===== src/rtl/timer_arb.sv =====
// Round-robin arbiter in front of one shared countdown timer (IDLE/LOAD/COUNT/DONE).
// Optional TIMER_ARB_ABORT_EN: owner dropping its request mid-count returns to IDLE without o_done.
module timer_arb #(
  parameter int NUM_REQ = 4,
  parameter int CNT_W   = 8,
  localparam int OW     = (NUM_REQ > 1) ? $clog2(NUM_REQ) : 1
) (
  input  logic                     i_clk,
  input  logic                     i_rst,
  input  logic [NUM_REQ-1:0]       i_req,
  input  logic [NUM_REQ*CNT_W-1:0] i_dur,
  input  logic                     i_tick,
  output logic [NUM_REQ-1:0]       o_gnt,
  output logic [NUM_REQ-1:0]       o_done,
  output logic                     o_busy,
  output logic [OW-1:0]            o_owner,
  output logic [CNT_W-1:0]         o_cnt_val,
  output logic [1:0]               o_dbg_state
);

  // Request/grant: i_req is a level; a request is taken only in IDLE, o_gnt stays
  // high from LOAD through the last COUNT cycle, and o_done pulses once at the end.
  typedef enum logic [1:0] {
    S_IDLE  = 2'd0,
    S_LOAD  = 2'd1,
    S_COUNT = 2'd2,
    S_DONE  = 2'd3
  } state_t;

  state_t          state;
  logic [OW-1:0]   last_owner;
  logic [OW-1:0]   winner;
  logic            found;
  logic            abort_now;
  logic [CNT_W-1:0] dur_sel;

  assign o_dbg_state = state;
  assign dur_sel     = i_dur[int'(o_owner)*CNT_W +: CNT_W];

  // Search starts one past the previous owner so a persistent requester yields.
  always_comb begin
    int idx;
    winner = '0;
    found  = 1'b0;
    idx    = 0;
    for (int i = 1; i <= NUM_REQ; i++) begin
      idx = int'(last_owner) + i;
      if (idx >= NUM_REQ) idx = idx - NUM_REQ;
      if (!found && i_req[idx]) begin
        winner = OW'(idx);
        found  = 1'b1;
      end
    end
  end

`ifdef TIMER_ARB_ABORT_EN
  assign abort_now = !i_req[o_owner];
`else
  assign abort_now = 1'b0;
`endif

  always_ff @(posedge i_clk) begin
    if (i_rst) begin
      state      <= S_IDLE;
      o_gnt      <= '0;
      o_done     <= '0;
      o_busy     <= 1'b0;
      o_owner    <= '0;
      o_cnt_val  <= '0;
      last_owner <= OW'(NUM_REQ - 1);
    end else begin
      o_done <= '0;
      case (state)
        S_IDLE: begin
          if (found) begin
            state   <= S_LOAD;
            o_owner <= winner;
            o_gnt   <= NUM_REQ'(1) << winner;
            o_busy  <= 1'b1;
          end
        end
        S_LOAD: begin
          o_cnt_val <= dur_sel;
          state     <= S_COUNT;
        end
        S_COUNT: begin
          if (abort_now) begin
            state      <= S_IDLE;
            o_gnt      <= '0;
            o_busy     <= 1'b0;
            o_cnt_val  <= '0;
            last_owner <= o_owner;
          end else if (i_tick) begin
            // A loaded zero ends on the first tick, same as a loaded one.
            if (o_cnt_val > CNT_W'(1)) begin
              o_cnt_val <= o_cnt_val - CNT_W'(1);
            end else begin
              o_cnt_val  <= '0;
              state      <= S_DONE;
              o_gnt      <= '0;
              o_done     <= o_gnt;
              last_owner <= o_owner;
            end
          end
        end
        S_DONE: begin
          state  <= S_IDLE;
          o_busy <= 1'b0;
        end
        default: state <= S_IDLE;
      endcase
    end
  end

endmodule

===== config.mk =====
export PLATFORM = sky130hd
export DESIGN_NAME = timer_arb
export DESIGN_NICKNAME = d
export VERILOG_FILES = /design/src/rtl/timer_arb.sv
export SDC_FILE = /design/constraint.sdc
export NUM_CORES = 1
export LEC_CHECK = 0
export ABC_AREA = 0
export CAP_MARGIN = 20
export CELL_PAD_IN_SITES_DETAIL_PLACEMENT = 0
export CELL_PAD_IN_SITES_GLOBAL_PLACEMENT = 1
export CORE_ASPECT_RATIO = 1.4
export CORE_MARGIN = 2
export CORE_UTILIZATION = 28
export CTS_CLUSTER_SIZE = 8
export DETAILED_ROUTE_END_ITERATION = 8
export HOLD_SLACK_MARGIN = 0.08
export PLACE_DENSITY = 0.78
export SLEW_MARGIN = 20
export SYNTH_ARGS = -nofsm -noshare
export SYNTH_HDL_FRONTEND = slang
export SYNTH_SLANG_ARGS = --single-unit
export TNS_END_PERCENT = 20

===== constraint.sdc =====
create_clock -name i_clk -period 1.8 [get_ports i_clk]
set_input_delay 0.36 -clock i_clk [delete_from_list [all_inputs] [get_ports i_clk]]
set_output_delay 0.36 -clock i_clk [all_outputs]
set_load 0.005 [all_outputs]

======== Word level (Yosys, flattened, before mapping) ========
Index checks and enable logic that the tools add are counted.
word-level totals
  input port bits ......................... 39
  word-level logic and storage cells ...... 90
  bits in registers ....................... 23
operators by class
  order comparisons ....................... 9
  equality and inequality tests ........... 6
  mux-type cells .......................... 37
  bitwise gates (word level) .............. 3
  shift operators ......................... 2
  add/sub/neg operators ................... 9
  reductions and logical operators ........ 17
operator list
  operator               number
  $lt A32 B4 Y1 const B  4
  $mux W32               4
  $shiftx A32 B6 Y8      1
  $mux W8                2
  $pmux W8 S2            1
  $mux W2                7
  $mux W1                13
  $mux W4                3
  $sub A3 B3 Y4 const B  3
  $ge A3 B3 Y1 const B   3
  $bmux W1 S2            4
  $gt A8 B1 Y1 const B   1
  $pmux W2 S4            1
  $pmux W4 S2            1
  $sub A8 B1 Y8 const B  1
  $add A2 B2 Y3 const B  2
  $ne A2 B2 Y1 const B   3
  $reduce_and A2 Y1      3
  $reduce_and A3 Y1      2
  $reduce_bool A2 Y1     3
  $sub A4 B3 Y5 const B  1
  $add A2 B3 Y4 const B  1
  $eq A2 B2 Y1 const B   2
  $ge A4 B3 Y1 const B   1
  other kinds (10)       16

======== Longest topological paths before layout ========
  depth in word-level cells ............... 19
  gate-level depth with buffers ........... 7
  gate-level depth less buffers ........... 6

======== Worst setup path after synthesis ========
No wires, ideal clock.
  path kind ............................... register to register
  start ................................... reg o_cnt_val[0]
  end ..................................... reg o_cnt_val[0]
  data required time ...................... 1,714 ps
  buffers on the path ..................... 0
  period minus slack after synthesis ...... 1,904 ps
  data arrival time ....................... 1,818 ps
  stages on the path, launching flop included .. 7
  path slack .............................. -104 ps
  path through ............................ dfxtp_1 > inv_1 > ha_1 > o21bai_1 > o31a_2 > a22oi_1 > a211oi_1
between the ends
  longest elaborated chain between the ends .. 4
ends and longest elaborated chain
  element                                               line    text
  start: declaration                                    17      output logic [CNT_W-1:0] o_cnt_val,
  start signal: assignment                              83      o_cnt_val <= dur_sel;
  start signal: assignment                              96      o_cnt_val <= o_cnt_val - CNT_W'(1);
  $sub A8 B1 Y8 / $gt A8 B1 Y1 (equally long branches)  96, 95
  $mux W8 *                                             95      if (o_cnt_val > CNT_W'(1)) begin
  $mux W8 *                                             93      end else if (i_tick) begin
  $pmux W8 S2 *                                         73      case (state)
Mark *: on every way between the ends. The rest lies on a longest branch, timed or not. The select of a mux whose other input is x is not followed.
A chain may end at the register's enable or synchronous reset.

======== Final worst setup path ========
  start ................................... reg o_cnt_val[4]
  end ..................................... reg o_cnt_val[5]
The elaborated chain is that of the path after synthesis.

==> results summary <==
The number of different library cells used by synthesis comes to 49. The first global-routing pass estimated a little over 7000 um of wire. The final layout contains routed wiring with a total length of roughly 4400 um. The total number of H-tree levels is 1. The flop and latch count out of synthesis came out at 23. The class of the most critical setup path is flip-flop to flip-flop.

Detailed placement ended at an HPWL of 3590 um. The die height is between 90 and 100 um. At the placement stage, the worst setup path has a slack of -0.144 ns. Sorting the synthesized cells by how often they occur yields sky130_fd_sc_hd__dfxtp_1, sky130_fd_sc_hd__nand2_1, sky130_fd_sc_hd__inv_1, sky130_fd_sc_hd__nor2_1.

The number of buffers added to fix hold violations after cts is 0. The count of max-cap constraint violations is 0. The arrival time of the worst setup path came out at between 1.5 and 2 ns. Counting cells, the worst reg-to-reg path comes to 4. TritonCTS built the clock tree. The antenna diode count came out at 0. The met1 layer usage reported by global route came out at about 17%.

The global routing stage identified its most utilized layer as met2. The synthesized netlist occupies a cell area of ~1500 um^2. The min-delay analysis places its worst path in the category flip-flop to flip-flop. The fill cell total of the finished layout came out at between 500 and 600. The utilization after layout is between 40% and 50%. The remaining global-route overflow came out at 0.

The critical path's slowest cell is sky130_fd_sc_hd__or4_4. Power spread over the standard cell area amounts to between 1000 and 1500 nW/um^2. The async set or reset register ratio after synthesis came out at 0%.

The number of antenna-violating nets in the routed design is 0. The run finished with clean final reports. sky130_fd_sc_hd__dfxtp_1 takes more of the synthesized area than any other cell. The required time of the worst setup path came out at roughly 2 ns. The number of enable flip-flop cells after synthesis came out at 0. The worst setup path is launched from a flip-flop. In this run, the number of DRC markers left after iteration 0 of detailed routing was 60. The number of buffers added on ports is 59. The buffer depth of the longest clock path came out at 2. After the last flow step, the layout net total stands at between 200 and 300. Global routing consumed, on the met3 layer, ~2.1% of the routing resources. The finished cells cover 2430 um^2. The met2 track utilization from global routing is 28.4%. The die covers 5950 um^2. The most used flip-flop cell after synthesis is sky130_fd_sc_hd__dfxtp_1. The die width is between 60 and 70 um. The cell area after placement came out at about 2400 um^2. The growth of design area from synthesis to finish came out at 62.3%.

The largest stage delay on the critical path is slightly above 0.6 ns. The signal on the critical path passes through or4_4 > o31a_4 > a32oi_1 > o21ai_1. The final critical-path share of the clock period came out at between 90% and 100%. In the post-synthesis netlist, the cell with the most instances is sky130_fd_sc_hd__dfxtp_1. The pin count of the biggest net entering global routing is 14. The average vias per placed instance is ~5.0. The highest fanout seen on the critical path came out at 7. Setup violations remaining at the end of the flow were counted as 0. The region available for standard cell placement spans 5160 um^2. The worst supply voltage drop on vdd came out at ~0.57 mV. The worst path needs approximately 1.7 ns of the cycle, external delays included. The synthesized instance count is between 150 and 200.

STA classifies the critical path endpoint as a flip-flop. The yosys synthesis warning count is 0. The synthesized net count came out at 201.

The initial antenna violation count is 0. For this run, the top clock speed supported by timing is between 500 and 600 MHz. The top cell type by area accounts for between 30 and 40% of the synthesized area. The final routed DRC violation total is 0. The number of buffers added by the clock tree synthesis step came out at 3. The portion of the post-synthesis area used by sequential elements is around 30%. The final count of hold timing violations is 0. Dividing the detail-routed wire length by the instance count gives between 10 and 15 um. The latest clock arrival within the worst-skew pair came out at 0.27 ns. The number of cell rows came out at 31.

The initial standard-cell utilization of the core came out at between 20 and 30%. Global routing used ~15% of the available tracks across all layers. The clock-pin slew reported for the worst setup and hold paths after clock tree synthesis is about 0.080 ns.

The number of buffers inserted by post-CTS setup repair is 0. The share of post-route cells with drive strength above 1 is a little under a quarter. The final setup slack of the worst path is a little over 0.06 ns.

The clock arrives with about 0.0037 ns of skew. The remaining max-slew budget at the tightest pin came out at a little over 70%. At the pin with the least slew margin, the transition time is 0.413 ns. Setup repair after global routing could not meet its margin everywhere. Along the worst hold path, the cell count comes to 1. The analysis attributes to cell leakage a power of 0.917 nW. During I/O placement, the number of pins put on the boundary was 60. After synthesis, the cell types taking the most area are sky130_fd_sc_hd__dfxtp_1, sky130_fd_sc_hd__mux4_2, sky130_fd_sc_hd__ha_1, sky130_fd_sc_hd__nand2b_1, sky130_fd_sc_hd__a21oi_1. The routability congestion estimate came out at 0.790. The total clock sinks is 23. The number of slew-limit violations in the final report is 0.

The total via count after detailed routing came out at roughly 1500. The post-synthesis average cell area came out at about 9.6 um^2. The first TritonRoute pass finished after 4 iterations.

The via count of the first global-routing pass is approximately 1500. The clock tree root driver cell is sky130_fd_sc_hd__clkbuf_8.
[layout make-up]
cell class	instances	area, um^2	share of cell area, %
clock buffer	3	41.3	1.70
clock inverter	1	5.00	0.206
inverter	9	33.8	1.39
multi-input combinational	117	990	40.8
sequential	23	463	19.1
tap	66	82.6	3.40
timing repair buffer	88	812	33.5
[metrics by stage]
stage	TNS (ns)	hold WS [ns]	cells	power (mW)
floorplan	0	0.469	156	1.99
global placement	-0.553	0.485	303	2.87
detailed placement	-0.913	0.480	303	2.89
CTS	0	0.494	307	3.22
global route	-0.0501	0.519	307	3.47
finish	0	0.489	307	3.23
[layer usage]
layer / wire length [um] / vias up
li1: - / 763
met1: 1720 / 731
met2: 2370 / 44
met3: 200 / 6
met4: 80 / 0
met5: 0 / -
[state kept, by name, indices dropped and copies added (netlist names)]
register and cells:
o_done 4, o_busy 1, last_owner 2, o_owner 2, o_cnt_val 8, o_gnt 4, o_dbg_state 2
[critical path: cells and delay by family (launching register included)]
family / cells / cell delay (ns)
AO/OA/AOI/OAI: 3 / 0.70
flip-flops: 1 / 0.32
AND/OR/NAND/NOR: 1 / 0.62
[repair_timing]
action                     CTS  global route
gates resized for setup      2             5
gates cloned                 0             0
pin swaps                    2             3
setup endpoints to repair    5            11
[power by group]
group,internal [mW],switching [mW]
Sequential,0.654,0.143
Clock,0.155,0.173
Combinational,1.12,0.983
Total,1.93,1.30
[final timing paths]
kind / from / endpoint / slack (ns)
worst max-delay path: o_cnt_val[4] / o_cnt_val[5] / 0.06
worst min-delay path: o_gnt[2] / o_gnt[2] / 0.49
worst max register to register: o_cnt_val[4] / o_cnt_val[5] / 0.06
worst min register to register: o_gnt[2] / o_gnt[2] / 0.49
[placed cells by master, fill, tap and decap left out, drive strengths merged, types with 2 or more instances in the layout]
| master | synthesis | routed |
|---|---|---|
| a211o | 3 | 3 |
| a21o | 2 | 2 |
| a21oi | 9 | 9 |
| a2bb2oi | 2 | 2 |
| a31oi | 3 | 3 |
| a32oi | 3 | 3 |
| and2 | 5 | 5 |
| buf | 4 | 29 |
| clkbuf | 3 | 3 |
| clkdlybuf4s50 | 0 | 59 |
| dfxtp | 23 | 23 |
| ha | 6 | 6 |
| inv | 9 | 9 |
| mux2i | 3 | 3 |
| mux4 | 8 | 8 |
| nand2 | 10 | 10 |
| nand2b | 8 | 8 |
| nand3 | 2 | 2 |
| nor2 | 9 | 9 |
| nor2b | 4 | 4 |
| nor3 | 4 | 4 |
| nor4 | 5 | 5 |
| o21ai | 6 | 6 |
| o2bb2ai | 3 | 3 |
| o41ai | 3 | 3 |
| or4 | 2 | 2 |
[cells by family after synthesis]
kind of cell	after synthesis	share of synthesized area, %
and+or+nand+nor	53	20.1
AOI/OAI and AO/OA	47	25.4
DFF	23	30.8
buffers and inverters	16	4.69
muxes	11	14.1
adders and majority gates	6	5.02
Power figures use the tool's default switching activity.
